`config.mk`:
```
export PLATFORM = sky130hd
export DESIGN_NAME = hazard_ctrl_unit_flat
export DESIGN_NICKNAME = d
export VERILOG_FILES = /design/src/rtl/hazard_ctrl_unit_pkg.sv /design/src/rtl/hazard_ctrl_unit_if.sv /design/src/rtl/hazard_ctrl_unit_sat_counter.sv /design/src/rtl/hazard_ctrl_unit.sv /design/src/flat_wrapper.sv
export SDC_FILE = /design/constraint.sdc
export NUM_CORES = 1
export LEC_CHECK = 0
export ABC_AREA = 1
export CORE_AREA = 2 2 56 97
export CTS_CLUSTER_DIAMETER = 150
export DETAILED_ROUTE_END_ITERATION = 10
export DIE_AREA = 0 0 58 99
export GPL_TIMING_DRIVEN = 0
export PLACE_DENSITY = 0.82
export SLEW_MARGIN = 40
export SYNTH_ARGS = -nofsm -noshare
export SYNTH_HDL_FRONTEND = slang
export SYNTH_SLANG_ARGS = --single-unit
```
`constraint.sdc`:
```
create_clock -name clk -period 5.6 [get_ports clk]
set_clock_uncertainty 0.2 [all_clocks]
set_input_delay 0.56 -clock clk [delete_from_list [all_inputs] [get_ports clk]]
set_output_delay 0.56 -clock clk [all_outputs]
set_load 0.1 [all_outputs]
```
`src/rtl/hazard_ctrl_unit_pkg.sv`:
```
// Shared types for the pipeline hazard controller: forwarding selects,
// FSM states and the bundle of pipeline stall/flush controls.
package hazard_pkg;

    // Operand source for an execute-stage ALU input.
    typedef enum logic [1:0] {
        FWD_RF = 2'b00,  // register file value read in decode
        FWD_W  = 2'b01,  // writeback-stage result
        FWD_M  = 2'b10   // memory-stage ALU result
    } fwd_sel_t;

    // Sequencing FSM for memory wait and branch redirect.
    typedef enum logic [1:0] {
        RUN      = 2'b00,
        MEM_WAIT = 2'b01,
        REDIRECT = 2'b10
    } hz_state_t;

    // x0 is hardwired to zero and is never a real producer.
    localparam int REG_ZERO = 0;

    // Control lines into the fetch/decode/execute pipeline registers.
    typedef struct packed {
        logic stall_f;
        logic stall_d;
        logic stall_e;
        logic flush_d;
        logic flush_e;
    } hz_ctrl_t;

endpackage

```
`src/rtl/hazard_ctrl_unit_if.sv`:
```
// Bundle between the pipeline datapath (master) and the hazard
// controller (slave): register indices and qualifiers in, stall/flush,
// forwarding selects and statistics counters out.
interface hazard_ctrl_unit_if
    import hazard_pkg::*;
#(
    parameter int REG_ADDR_WIDTH = 5,
    parameter int CNT_WIDTH      = 16
) ();

    logic [REG_ADDR_WIDTH-1:0] Rs1D_i;
    logic [REG_ADDR_WIDTH-1:0] Rs2D_i;
    logic [REG_ADDR_WIDTH-1:0] RdE_i;
    logic [REG_ADDR_WIDTH-1:0] RdM_i;
    logic [REG_ADDR_WIDTH-1:0] RdW_i;
    logic                      regWriteE_i;
    logic                      regWriteM_i;
    logic                      regWriteW_i;
    logic                      resultSrcE_i;
    logic                      PCSrcE_i;
    logic                      memBusyM_i;

    logic                      stallF_o;
    logic                      stallD_o;
    logic                      stallE_o;
    logic                      flushD_o;
    logic                      flushE_o;
    fwd_sel_t                  forwardAE_o;
    fwd_sel_t                  forwardBE_o;
    logic [CNT_WIDTH-1:0]      stallCount_o;
    logic [CNT_WIDTH-1:0]      flushCount_o;

    // Pipeline datapath side.
    modport master (
        output Rs1D_i, Rs2D_i, RdE_i, RdM_i, RdW_i,
        output regWriteE_i, regWriteM_i, regWriteW_i,
        output resultSrcE_i, PCSrcE_i, memBusyM_i,
        input  stallF_o, stallD_o, stallE_o, flushD_o, flushE_o,
        input  forwardAE_o, forwardBE_o, stallCount_o, flushCount_o
    );

    // Hazard controller side.
    modport slave (
        input  Rs1D_i, Rs2D_i, RdE_i, RdM_i, RdW_i,
        input  regWriteE_i, regWriteM_i, regWriteW_i,
        input  resultSrcE_i, PCSrcE_i, memBusyM_i,
        output stallF_o, stallD_o, stallE_o, flushD_o, flushE_o,
        output forwardAE_o, forwardBE_o, stallCount_o, flushCount_o
    );

endinterface

```
`src/rtl/hazard_ctrl_unit_sat_counter.sv`:
```
// Saturating up-counter for hazard statistics: counts cycles with inc
// high and sticks at all-ones instead of wrapping.
module sat_counter #(
    parameter int WIDTH = 16
) (
    input  logic             clk,
    input  logic             rst_n,
    input  logic             inc,
    output logic [WIDTH-1:0] count
);

    logic [WIDTH-1:0] count_q;
    logic [WIDTH-1:0] count_d;

    // Next value: advance only while below the all-ones ceiling.
    always_comb begin
        count_d = count_q;
        if (inc && (count_q != '1)) begin
            count_d = count_q + 1'b1;
        end
    end

    // Counter register.
    always_ff @(posedge clk or negedge rst_n) begin
        if (!rst_n) begin
            count_q <= '0;
        end else begin
            // NOTE: state is written with <= so every register samples the
            // pre-edge values; = here would race against other flops.
            count_q <= count_d;
        end
    end

    assign count = count_q;

endmodule

```
`src/rtl/hazard_ctrl_unit.sv`:
```
// Pipeline hazard controller for the 5-stage RV32I core.
// Drives stall/flush of the F/D/E pipeline registers, sequences memory
// wait and branch redirect with a small FSM, and keeps saturating
// stall/redirect statistics.
// Build option HAZARD_FWD_EN: when defined, execute operands are
// forwarded from M/W (tracked via an execute-stage shadow of rs1/rs2)
// and only load-use stalls. When undefined, forwarding selects are tied
// to the register file and any RAW against E/M/W stalls decode instead.
module hazard_ctrl_unit
    import hazard_pkg::*;
#(
    parameter int REG_ADDR_WIDTH = 5,
    parameter int CNT_WIDTH      = 16
) (
    input logic          clk,
    input logic          rst_n,
    hazard_ctrl_unit_if.slave hz
);

    localparam logic [REG_ADDR_WIDTH-1:0] X0 = REG_ADDR_WIDTH'(REG_ZERO);

    // A writing stage with a real (non-x0) destination that matches rs.
    function automatic logic reg_hit(
        input logic                      we,
        input logic [REG_ADDR_WIDTH-1:0] rd,
        input logic [REG_ADDR_WIDTH-1:0] rs
    );
        return we && (rd != X0) && (rd == rs);
    endfunction

    hz_state_t state_q;
    hz_state_t state_d;
    hz_ctrl_t  ctrl;
    hz_ctrl_t  ctrl_out;
    logic      flush_inc;
    logic      load_use;
    logic      data_hazard;

    // Load in execute whose result decode needs next cycle.
    assign load_use = hz.resultSrcE_i && (hz.RdE_i != X0) &&
                      ((hz.RdE_i == hz.Rs1D_i) || (hz.RdE_i == hz.Rs2D_i));

`ifdef HAZARD_FWD_EN
    // With forwarding only the load result arrives too late to bypass.
    assign data_hazard = load_use;
`else
    // Without forwarding any pending write to a decode source must drain.
    // W is kept in the check even though the register file writes on the
    // opposite edge; the conservative stall costs little.
    assign data_hazard = load_use
        || reg_hit(hz.regWriteE_i, hz.RdE_i, hz.Rs1D_i)
        || reg_hit(hz.regWriteE_i, hz.RdE_i, hz.Rs2D_i)
        || reg_hit(hz.regWriteM_i, hz.RdM_i, hz.Rs1D_i)
        || reg_hit(hz.regWriteM_i, hz.RdM_i, hz.Rs2D_i)
        || reg_hit(hz.regWriteW_i, hz.RdW_i, hz.Rs1D_i)
        || reg_hit(hz.regWriteW_i, hz.RdW_i, hz.Rs2D_i);
`endif

    // Next state and pipeline controls; priority is mem busy, then
    // taken branch, then data hazard.
    always_comb begin
        // NOTE: every output of this block gets a default first, so no
        // path leaves a value unassigned and no latch is inferred.
        state_d   = state_q;
        ctrl      = '0;
        flush_inc = 1'b0;
        case (state_q)
            // MEM_WAIT releases by re-evaluating the RUN rules in the same
            // cycle, so a branch held during the wait redirects at once.
            RUN, MEM_WAIT: begin
                if (hz.memBusyM_i) begin
                    ctrl.stall_f = 1'b1;
                    ctrl.stall_d = 1'b1;
                    ctrl.stall_e = 1'b1;
                    state_d      = MEM_WAIT;
                end else if (hz.PCSrcE_i) begin
                    ctrl.flush_d = 1'b1;
                    ctrl.flush_e = 1'b1;
                    flush_inc    = 1'b1;
                    state_d      = REDIRECT;
                end else begin
                    state_d = RUN;
                    if (data_hazard) begin
                        ctrl.stall_f = 1'b1;
                        ctrl.stall_d = 1'b1;
                        ctrl.flush_e = 1'b1;
                    end
                end
            end
            // Execute holds the bubble from the redirect, so its branch
            // and load indications are stale and ignored.
            REDIRECT: begin
                if (hz.memBusyM_i) begin
                    ctrl.stall_f = 1'b1;
                    ctrl.stall_d = 1'b1;
                    ctrl.stall_e = 1'b1;
                    state_d      = MEM_WAIT;
                end else begin
                    state_d = RUN;
                end
            end
            default: begin
                state_d = RUN;
            end
        endcase
    end

    // FSM state register.
    always_ff @(posedge clk or negedge rst_n) begin
        if (!rst_n) begin
            state_q <= RUN;
        end else begin
            state_q <= state_d;
        end
    end

    // Keep the pipe free of stalls/flushes while reset is held, even if
    // memory reports busy.
    assign ctrl_out    = rst_n ? ctrl : '0;
    assign hz.stallF_o = ctrl_out.stall_f;
    assign hz.stallD_o = ctrl_out.stall_d;
    assign hz.stallE_o = ctrl_out.stall_e;
    assign hz.flushD_o = ctrl_out.flush_d;
    assign hz.flushE_o = ctrl_out.flush_e;

`ifdef HAZARD_FWD_EN
    logic [REG_ADDR_WIDTH-1:0] rs1_e_q;
    logic [REG_ADDR_WIDTH-1:0] rs2_e_q;
    logic [REG_ADDR_WIDTH-1:0] rs1_e_d;
    logic [REG_ADDR_WIDTH-1:0] rs2_e_d;
    fwd_sel_t                  fwd_a;
    fwd_sel_t                  fwd_b;

    // Shadow of execute sources follows the execute register: bubble on
    // flush, hold on stall, otherwise take what decode presents.
    always_comb begin
        rs1_e_d = hz.Rs1D_i;
        rs2_e_d = hz.Rs2D_i;
        if (ctrl.flush_e) begin
            rs1_e_d = X0;
            rs2_e_d = X0;
        end else if (ctrl.stall_e) begin
            rs1_e_d = rs1_e_q;
            rs2_e_d = rs2_e_q;
        end
    end

    // Shadow register.
    always_ff @(posedge clk or negedge rst_n) begin
        if (!rst_n) begin
            rs1_e_q <= X0;
            rs2_e_q <= X0;
        end else begin
            rs1_e_q <= rs1_e_d;
            rs2_e_q <= rs2_e_d;
        end
    end

    // Forwarding selects; M is younger than W and wins.
    always_comb begin
        fwd_a = FWD_RF;
        fwd_b = FWD_RF;
        if (reg_hit(hz.regWriteM_i, hz.RdM_i, rs1_e_q)) begin
            fwd_a = FWD_M;
        end else if (reg_hit(hz.regWriteW_i, hz.RdW_i, rs1_e_q)) begin
            fwd_a = FWD_W;
        end
        if (reg_hit(hz.regWriteM_i, hz.RdM_i, rs2_e_q)) begin
            fwd_b = FWD_M;
        end else if (reg_hit(hz.regWriteW_i, hz.RdW_i, rs2_e_q)) begin
            fwd_b = FWD_W;
        end
    end

    assign hz.forwardAE_o = fwd_a;
    assign hz.forwardBE_o = fwd_b;
`else
    assign hz.forwardAE_o = FWD_RF;
    assign hz.forwardBE_o = FWD_RF;
`endif

    sat_counter #(
        .WIDTH (CNT_WIDTH)
    ) u_stall_cnt (
        .clk   (clk),
        .rst_n (rst_n),
        .inc   (ctrl.stall_d),
        .count (hz.stallCount_o)
    );

    sat_counter #(
        .WIDTH (CNT_WIDTH)
    ) u_flush_cnt (
        .clk   (clk),
        .rst_n (rst_n),
        .inc   (flush_inc),
        .count (hz.flushCount_o)
    );

endmodule

```
`src/flat_wrapper.sv`:
```
// flat-port wrapper written by rule: the top's interface ports become plain ports
module hazard_ctrl_unit_flat import hazard_pkg::*;
#(
    parameter int REG_ADDR_WIDTH = 5,
    parameter int CNT_WIDTH      = 16
)
  (clk, rst_n, hz_Rs1D_i, hz_Rs2D_i, hz_RdE_i, hz_RdM_i, hz_RdW_i, hz_regWriteE_i, hz_regWriteM_i, hz_regWriteW_i, hz_resultSrcE_i, hz_PCSrcE_i, hz_memBusyM_i, hz_stallF_o, hz_stallD_o, hz_stallE_o, hz_flushD_o, hz_flushE_o, hz_forwardAE_o, hz_forwardBE_o, hz_stallCount_o, hz_flushCount_o);
  hazard_ctrl_unit_if #(.REG_ADDR_WIDTH(REG_ADDR_WIDTH), .CNT_WIDTH(CNT_WIDTH)) hz_i ();
  input logic clk;
  input logic rst_n;
  input wire logic [$bits(hz_i.Rs1D_i)-1:0] hz_Rs1D_i;
  input wire logic [$bits(hz_i.Rs2D_i)-1:0] hz_Rs2D_i;
  input wire logic [$bits(hz_i.RdE_i)-1:0] hz_RdE_i;
  input wire logic [$bits(hz_i.RdM_i)-1:0] hz_RdM_i;
  input wire logic [$bits(hz_i.RdW_i)-1:0] hz_RdW_i;
  input wire logic [$bits(hz_i.regWriteE_i)-1:0] hz_regWriteE_i;
  input wire logic [$bits(hz_i.regWriteM_i)-1:0] hz_regWriteM_i;
  input wire logic [$bits(hz_i.regWriteW_i)-1:0] hz_regWriteW_i;
  input wire logic [$bits(hz_i.resultSrcE_i)-1:0] hz_resultSrcE_i;
  input wire logic [$bits(hz_i.PCSrcE_i)-1:0] hz_PCSrcE_i;
  input wire logic [$bits(hz_i.memBusyM_i)-1:0] hz_memBusyM_i;
  output wire logic [$bits(hz_i.stallF_o)-1:0] hz_stallF_o;
  output wire logic [$bits(hz_i.stallD_o)-1:0] hz_stallD_o;
  output wire logic [$bits(hz_i.stallE_o)-1:0] hz_stallE_o;
  output wire logic [$bits(hz_i.flushD_o)-1:0] hz_flushD_o;
  output wire logic [$bits(hz_i.flushE_o)-1:0] hz_flushE_o;
  output wire logic [$bits(hz_i.forwardAE_o)-1:0] hz_forwardAE_o;
  output wire logic [$bits(hz_i.forwardBE_o)-1:0] hz_forwardBE_o;
  output wire logic [$bits(hz_i.stallCount_o)-1:0] hz_stallCount_o;
  output wire logic [$bits(hz_i.flushCount_o)-1:0] hz_flushCount_o;
  assign hz_i.Rs1D_i = hz_Rs1D_i;
  assign hz_i.Rs2D_i = hz_Rs2D_i;
  assign hz_i.RdE_i = hz_RdE_i;
  assign hz_i.RdM_i = hz_RdM_i;
  assign hz_i.RdW_i = hz_RdW_i;
  assign hz_i.regWriteE_i = hz_regWriteE_i;
  assign hz_i.regWriteM_i = hz_regWriteM_i;
  assign hz_i.regWriteW_i = hz_regWriteW_i;
  assign hz_i.resultSrcE_i = hz_resultSrcE_i;
  assign hz_i.PCSrcE_i = hz_PCSrcE_i;
  assign hz_i.memBusyM_i = hz_memBusyM_i;
  assign hz_stallF_o = hz_i.stallF_o;
  assign hz_stallD_o = hz_i.stallD_o;
  assign hz_stallE_o = hz_i.stallE_o;
  assign hz_flushD_o = hz_i.flushD_o;
  assign hz_flushE_o = hz_i.flushE_o;
  assign hz_forwardAE_o = hz_i.forwardAE_o;
  assign hz_forwardBE_o = hz_i.forwardBE_o;
  assign hz_stallCount_o = hz_i.stallCount_o;
  assign hz_flushCount_o = hz_i.flushCount_o;
  hazard_ctrl_unit #(.REG_ADDR_WIDTH(REG_ADDR_WIDTH), .CNT_WIDTH(CNT_WIDTH)) u_core (.clk(clk), .rst_n(rst_n), .hz(hz_i));
endmodule
```
---- Word-level counts from Yosys, hierarchy flattened ----
Index checks and enable logic that the tools add are counted.
storage, ports and cells
  register bits after elaboration ......... 34
  bits of input ports ..................... 33
  output and inout bits ................... 41
  word-level logic and storage cells ...... 58
cells by class
  reduce and logical (&&, ||, !) cells .... 25
  add/subtract/negate cells ............... 2
  eq/ne operators ......................... 10
  mux-type cells .......................... 18
operators by type and width
  cell                                                              count
  16-bit by 1-bit adder with 16-bit output (second input constant)  2
  16-bit inequality test (second input constant)                    2
  5-bit == test                                                     6
  5-bit nonzero test                                                3
  2-bit 2-to-1 mux                                                  7
  1-bit logical AND                                                 13
  1-bit logical OR                                                  7
  1-bit 2-to-1 mux                                                  7
  3-bit case mux with 2 select lines                                1
  5-bit 2-to-1 mux                                                  1
  2-bit case mux with 2 select lines                                1
  3-bit 2-to-1 mux                                                  1
  2-bit by 1-bit == test with 1-bit output (second input constant)  1
  2-bit == test (second input constant)                             1
  2-bit zero test                                                   1
  2-bit OR reduction                                                1

---- Depth between registers and ports, before layout ----
  depth after elaboration ................. 14
  mapped depth ............................ 14
  depth with buffers taken out ............ 13

---- Cells and area by module ----
From an unflattened synthesis, not the netlist that was laid out.
second synthesis, totals
  cell total of the unflattened synthesis .. 458
  area, all modules ....................... 2,855.2 sq um
modules (own cells, without submodules)
  module            instances  cells each  area each (sq um)  sequential area each (sq um)
  sat_counter       2          149         1,058.5            400.4
  hazard_ctrl_unit  1          160         738.2              50.0

---- Worst setup path before layout ----
OpenSTA, ideal clock, no wires.
  path kind ............................... input -> output
  from .................................... input port hz_RdW_i[0]
  to ...................................... output port hz_flushE_o
  setup slack ............................. 1.706 ns
  cell stages on the path ................. 10
  path buffers ............................ 0
  arrival time ............................ 3.134 ns
  required time ........................... 4.840 ns
  cells stage by stage .................... inv_1 -> nand2_1 -> nand2_1 -> nor2_1 -> nand3_1 -> nand2_1 -> nand2_1 -> nand3_2 -> o21ai_0 -> nor3_1
between the ends
  longest elaborated chain between the ends .. 10
  elaborated cells between the ends (all ways) .. 13
  those cells by class .................... 2 x eq/ne; 5 x mux; 6 x reduce/logical
ends and longest elaborated chain
  what                            RTL line                 text
  from (decl)                     flat_wrapper.sv:15       input wire logic [$bits(hz_i.RdW_i)-1:0] hz_RdW_i;
  5-bit nonzero test              hazard_ctrl_unit.sv:28   return we && (rd != X0) && (rd == rs);
  1-bit logical AND (2 in a row)  hazard_ctrl_unit.sv:28
  1-bit logical OR                hazard_ctrl_unit.sv:55   || reg_hit(hz.regWriteW_i, hz.RdW_i, hz.Rs1D_i)
  1-bit logical OR (*)            hazard_ctrl_unit.sv:56   || reg_hit(hz.regWriteW_i, hz.RdW_i, hz.Rs2D_i);
  1-bit 2-to-1 mux (*)            hazard_ctrl_unit.sv:83   if (data_hazard) begin
  1-bit 2-to-1 mux (*)            hazard_ctrl_unit.sv:76   end else if (hz.PCSrcE_i) begin
  2-bit 2-to-1 mux (*)            hazard_ctrl_unit.sv:71   if (hz.memBusyM_i) begin
  2-bit 2-to-1 mux (*)            hazard_ctrl_unit.sv:67   case (state_q)
  5-bit 2-to-1 mux (*)            hazard_ctrl_unit.sv:119  assign ctrl_out = rst_n ? ctrl : '0;
  to (decl)                       flat_wrapper.sv:26       output wire logic [$bits(hz_i.flushE_o)-1:0] hz_flushE_o;
Mark *: on every way between the ends. The rest lies on a longest branch, timed or not.

---- Worst setup path after layout ----
  from .................................... input port hz_Rs2D_i[2]
  to ...................................... output port hz_stallF_o
between the ends
  longest elaborated chain between the ends .. 14
  elaborated cells between the ends (all ways) .. 19
  those cells by class .................... 3 x eq/ne; 5 x mux; 11 x reduce/logical
ends and longest elaborated chain
  what                                    RTL line                                        text
  from (decl)                             flat_wrapper.sv:12                              input wire logic [$bits(hz_i.Rs2D_i)-1:0] hz_Rs2D_i;
  5-bit == test                           hazard_ctrl_unit.sv:28, hazard_ctrl_unit.sv:41
  1-bit logical OR                        hazard_ctrl_unit.sv:41                          ((hz.RdE_i == hz.Rs1D_i) || (hz.RdE_i == hz.Rs2D_i));
  1-bit logical AND                       hazard_ctrl_unit.sv:40                          assign load_use = hz.resultSrcE_i && (hz.RdE_i != X0) &&
  1-bit logical OR                        hazard_ctrl_unit.sv:51                          || reg_hit(hz.regWriteE_i, hz.RdE_i, hz.Rs1D_i)
  1-bit logical OR                        hazard_ctrl_unit.sv:52                          || reg_hit(hz.regWriteE_i, hz.RdE_i, hz.Rs2D_i)
  1-bit logical OR                        hazard_ctrl_unit.sv:53                          || reg_hit(hz.regWriteM_i, hz.RdM_i, hz.Rs1D_i)
  1-bit logical OR                        hazard_ctrl_unit.sv:54                          || reg_hit(hz.regWriteM_i, hz.RdM_i, hz.Rs2D_i)
  1-bit logical OR                        hazard_ctrl_unit.sv:55
  1-bit logical OR (*)                    hazard_ctrl_unit.sv:56
  2-bit 2-to-1 mux (*)                    hazard_ctrl_unit.sv:83
  2-bit 2-to-1 mux (*)                    hazard_ctrl_unit.sv:76
  2-bit 2-to-1 mux (*)                    hazard_ctrl_unit.sv:71
  3-bit case mux with 2 select lines (*)  hazard_ctrl_unit.sv:67
  5-bit 2-to-1 mux (*)                    hazard_ctrl_unit.sv:119
  to (decl)                               flat_wrapper.sv:22                              output wire logic [$bits(hz_i.stallF_o)-1:0] hz_stallF_o;
Marked as above.

==> impl_results.md <==
* DP Cell Count at 489
* Antenna Violating Nets Remaining at 0
* Post-synthesis mux area share at 0
* Critical-path cell list: clkdlybuf4s50_1 -> inv_2 -> nand2_1 -> nand2_1 -> nor2_1 -> nand3_1 -> nand2_1 -> nand2_1 -> nand3_2 -> nand2_2 -> a21oi_1 -> buf_4 -> buf_2
* H-tree depth at 2
* CP max-delay cell: clkdlybuf4s50_1
* CTS Sinks at 34
* PortBufs at 69
* Syn_area_per_cell at 6.91 um2
* Design Power at 967 uW
* Core Footprint at 4930 um2
* Switch share at 0.509
* Comb power frac at 0.466
* Dpl hpwl at 4980 um
* CP most frequent cell: nand2_1
* Most frequent cells in the layout: 123 x nand2_1, 39 x buf_2, 36 x nor2_1
* Max Cap Viol at 0
* Synth Area in Compound Gates at 0.0140
* DRC at 0
* Buf/Inv on CP at 4
* CTS Buf Count at 5
* P per Cell Area at 302 nW/um2
* Vias in the first global route at 2508
* Initial core utilization at 0.507
* TritonRoute pass-1 iters at 4
* Crit share post-route at 0.588
* Clock network power share at 0.202
* DRT iter0 DRCs at 65
* Critical path startpoint category: input pin
* Min Hold Slack at -8.98 ps
* Minimum clock period at 3290 ps
* Worst Setup End Kind: output pin
* Failing checks: hold timing
* Die Y at 99 um
* Max Fclk at 0.304 GHz
* Placed inst area at 3110 um2
* Most common cell after layout, fill and taps aside: nand2_1
* CTS tree: done
* Worst EP required at 4840 ps
* Cell Int Power at 475 uW
* Largest family of logic cells by synthesized area: simple AND/OR/NAND/NOR gates
* RSZ-0062 raised after global routing: false
* Final hold vios at 5
* Total Wirelength at 6150 um
* Area of the multi-input gates at 1430 um2
* Critical Path AT at 2530 ps
* I/O pin count at 74
* Drt wl/cell at 12.4 um
* DR vias at 2462
* Design Area, Final at 3200 um2
* Final #Nets at 477
* Largest net degree at the start of global routing at 20
* Gpl congestion at 0.871
* Area Overhead vs Synth at 28.1%
* Total GRT Usage at 0.233
* Fraction of the mapped netlist area in simple logic gates at 0.415
* Crit Path Max Fanout at 4
* Status: finished with violations
* Fillers at 461
* Mapped Area at 2500 um2
* Postcts setup bufs at 0
* Rows at 34
* Total negative setup slack at 0 ps
* Seq pwr share at 0.332
* Util after Layout at 0.649
* Psw at 492 uW
* Synth Area in Adders at 0.0100
* Die X at 58 um
* Yosys warns at 0
* Global route overflow at 0
* Max Root-Sink Buffers at 2
* Full die area at 5740 um2
* Post-CTS sizing at 0
* Root Buffer: clkbuf_8
* Xor-xnor portion of the synthesized cell area at 0.126
* Leakage at 0.00177 uW
* Fin cells at 497
* Max incr delay on CP at 570 ps
* Top delay family on crit path: buffers and inverters
* Max VDD drop at 0.000382 V
* Setup-failing EPs final at 0
* Initial antenna violation count at 0
* Max-slew violations at 0
* Reg area at 851 um2
* First-pass GRT wire length at 10600 um
* Count of hold-fix buffers inserted at cts at 0
* Synth Instances at 362
* Seq/Total Area, Yosys at 0.340
* Hold/Removal Path Class: input pin to asynchronous set/reset pin
* Diodes inserted at 0
* Routed vias/inst at 4.95
* Synth cell types at 27
* #FFs+latches synth at 34
* Worst-Skew Late Latency at 300 ps
* Clk pin slew, worst setup/hold paths at 80 ps
* Setup Crit Path Kind: input pin to output pin
* Layout cells sized above 1 at 0.199
-- Yosys cell counts, drive strengths merged --
cell type	n	area, um2
ha	2	25.0
nand3b	1	7.51
xnor2	19	166
inv	41	154
a21oi	3	15.0
nand4	5	46.3
nand3	32	165
nor4	3	18.8
o21ai	4	20.0
clkinv	2	7.51
nor2	38	153
nand2	145	609
nor3	6	30.0
dfrtp	34	851
xor2	17	149
buf	8	70.1
conb	1	3.75
nor4b	1	8.76
-- power groups by stage --
stage / sequential (uW) / combinational (uW) / clock, uW
2_1_floorplan: 545 / 130 / 0
3_3_place_gp: 325 / 478 / 0
3_5_place_dp: 325 / 454 / 0
4_1_cts: 320 / 454 / 200
5_1_grt: 328 / 477 / 208
6_report: 321 / 451 / 195
-- worst register-to-register path, stage by stage, from the launching register on --
cell and delay [ps]:
dfrtp_1 430, ha_1 230, nand3_1 140, nor3_1 60
nand3_1 90, nand2_2 140, inv_2 140, nand2_1 110
nor2_1 230, nand3b_1 130, xnor2_1 140
-- layer usage --
| layer | up-vias | part of all wire | track usage |
|---|---|---|---|
| li1 | 1268 | - | - |
| met1 | 1104 | 0.37 | 0.250 |
| met2 | 75 | 0.55 | 0.432 |
| met3 | 15 | 0.049 | 0.0302 |
| met4 | 0 | 0.026 | 0.111 |
| met5 | - | 0 | 0 |
-- area by class of cell --
| cell class | count | area share |
|---|---|---|
| multi-input combinational | 280 | 0.446 |
| sequential | 34 | 0.266 |
| timing repair buffer | 70 | 0.165 |
| inverter | 43 | 0.0504 |
| clock buffer | 6 | 0.0258 |
| buffer | 8 | 0.0219 |
| tap | 54 | 0.0211 |
| clock inverter | 2 | 0.00391 |
-- stage by stage --
step	hold WS (ps)	setup slack [ps]
after CTS	0.413	2300
after global routing	18.1	2100
after floorplan	64.4	1710
final	-8.98	2310
after global placement	229	874
after detailed placement	237	2310
-- state kept, by name (all words and copies together), names as in the netlist --
signal	flops
u_core.state_q	2
u_core.u_stall_cnt.count	16
u_core.u_flush_cnt.count	16
-- path summary, 6_finish.rpt --
kind / startpoint / endpoint / slack [ps] / cells after the start
worst min register to register: u_core.state_q[0] / u_core.state_q[0] / 240 / 1
worst min-delay path: rst_n / u_core.u_stall_cnt.count[11] / -9 / 1
min in group clk: u_core.state_q[0] / u_core.state_q[0] / 240 / 1
worst max register to register: u_core.u_flush_cnt.count[0] / u_core.u_flush_cnt.count[13] / 3470 / 10
worst max-delay path: hz_Rs2D_i[2] / hz_stallF_o / 2310 / 13
max in group asynchronous: rst_n / u_core.u_flush_cnt.count[2] / 4760 / 2
-- logic make-up after synthesis --
family / after synthesis
compound gates: 7
xor+xnor: 36
fa+ha+maj: 2
buf+inv: 51
flops: 34
other cells: 1
simple gates: 231
No activity file was read; power rests on OpenSTA's default activity.
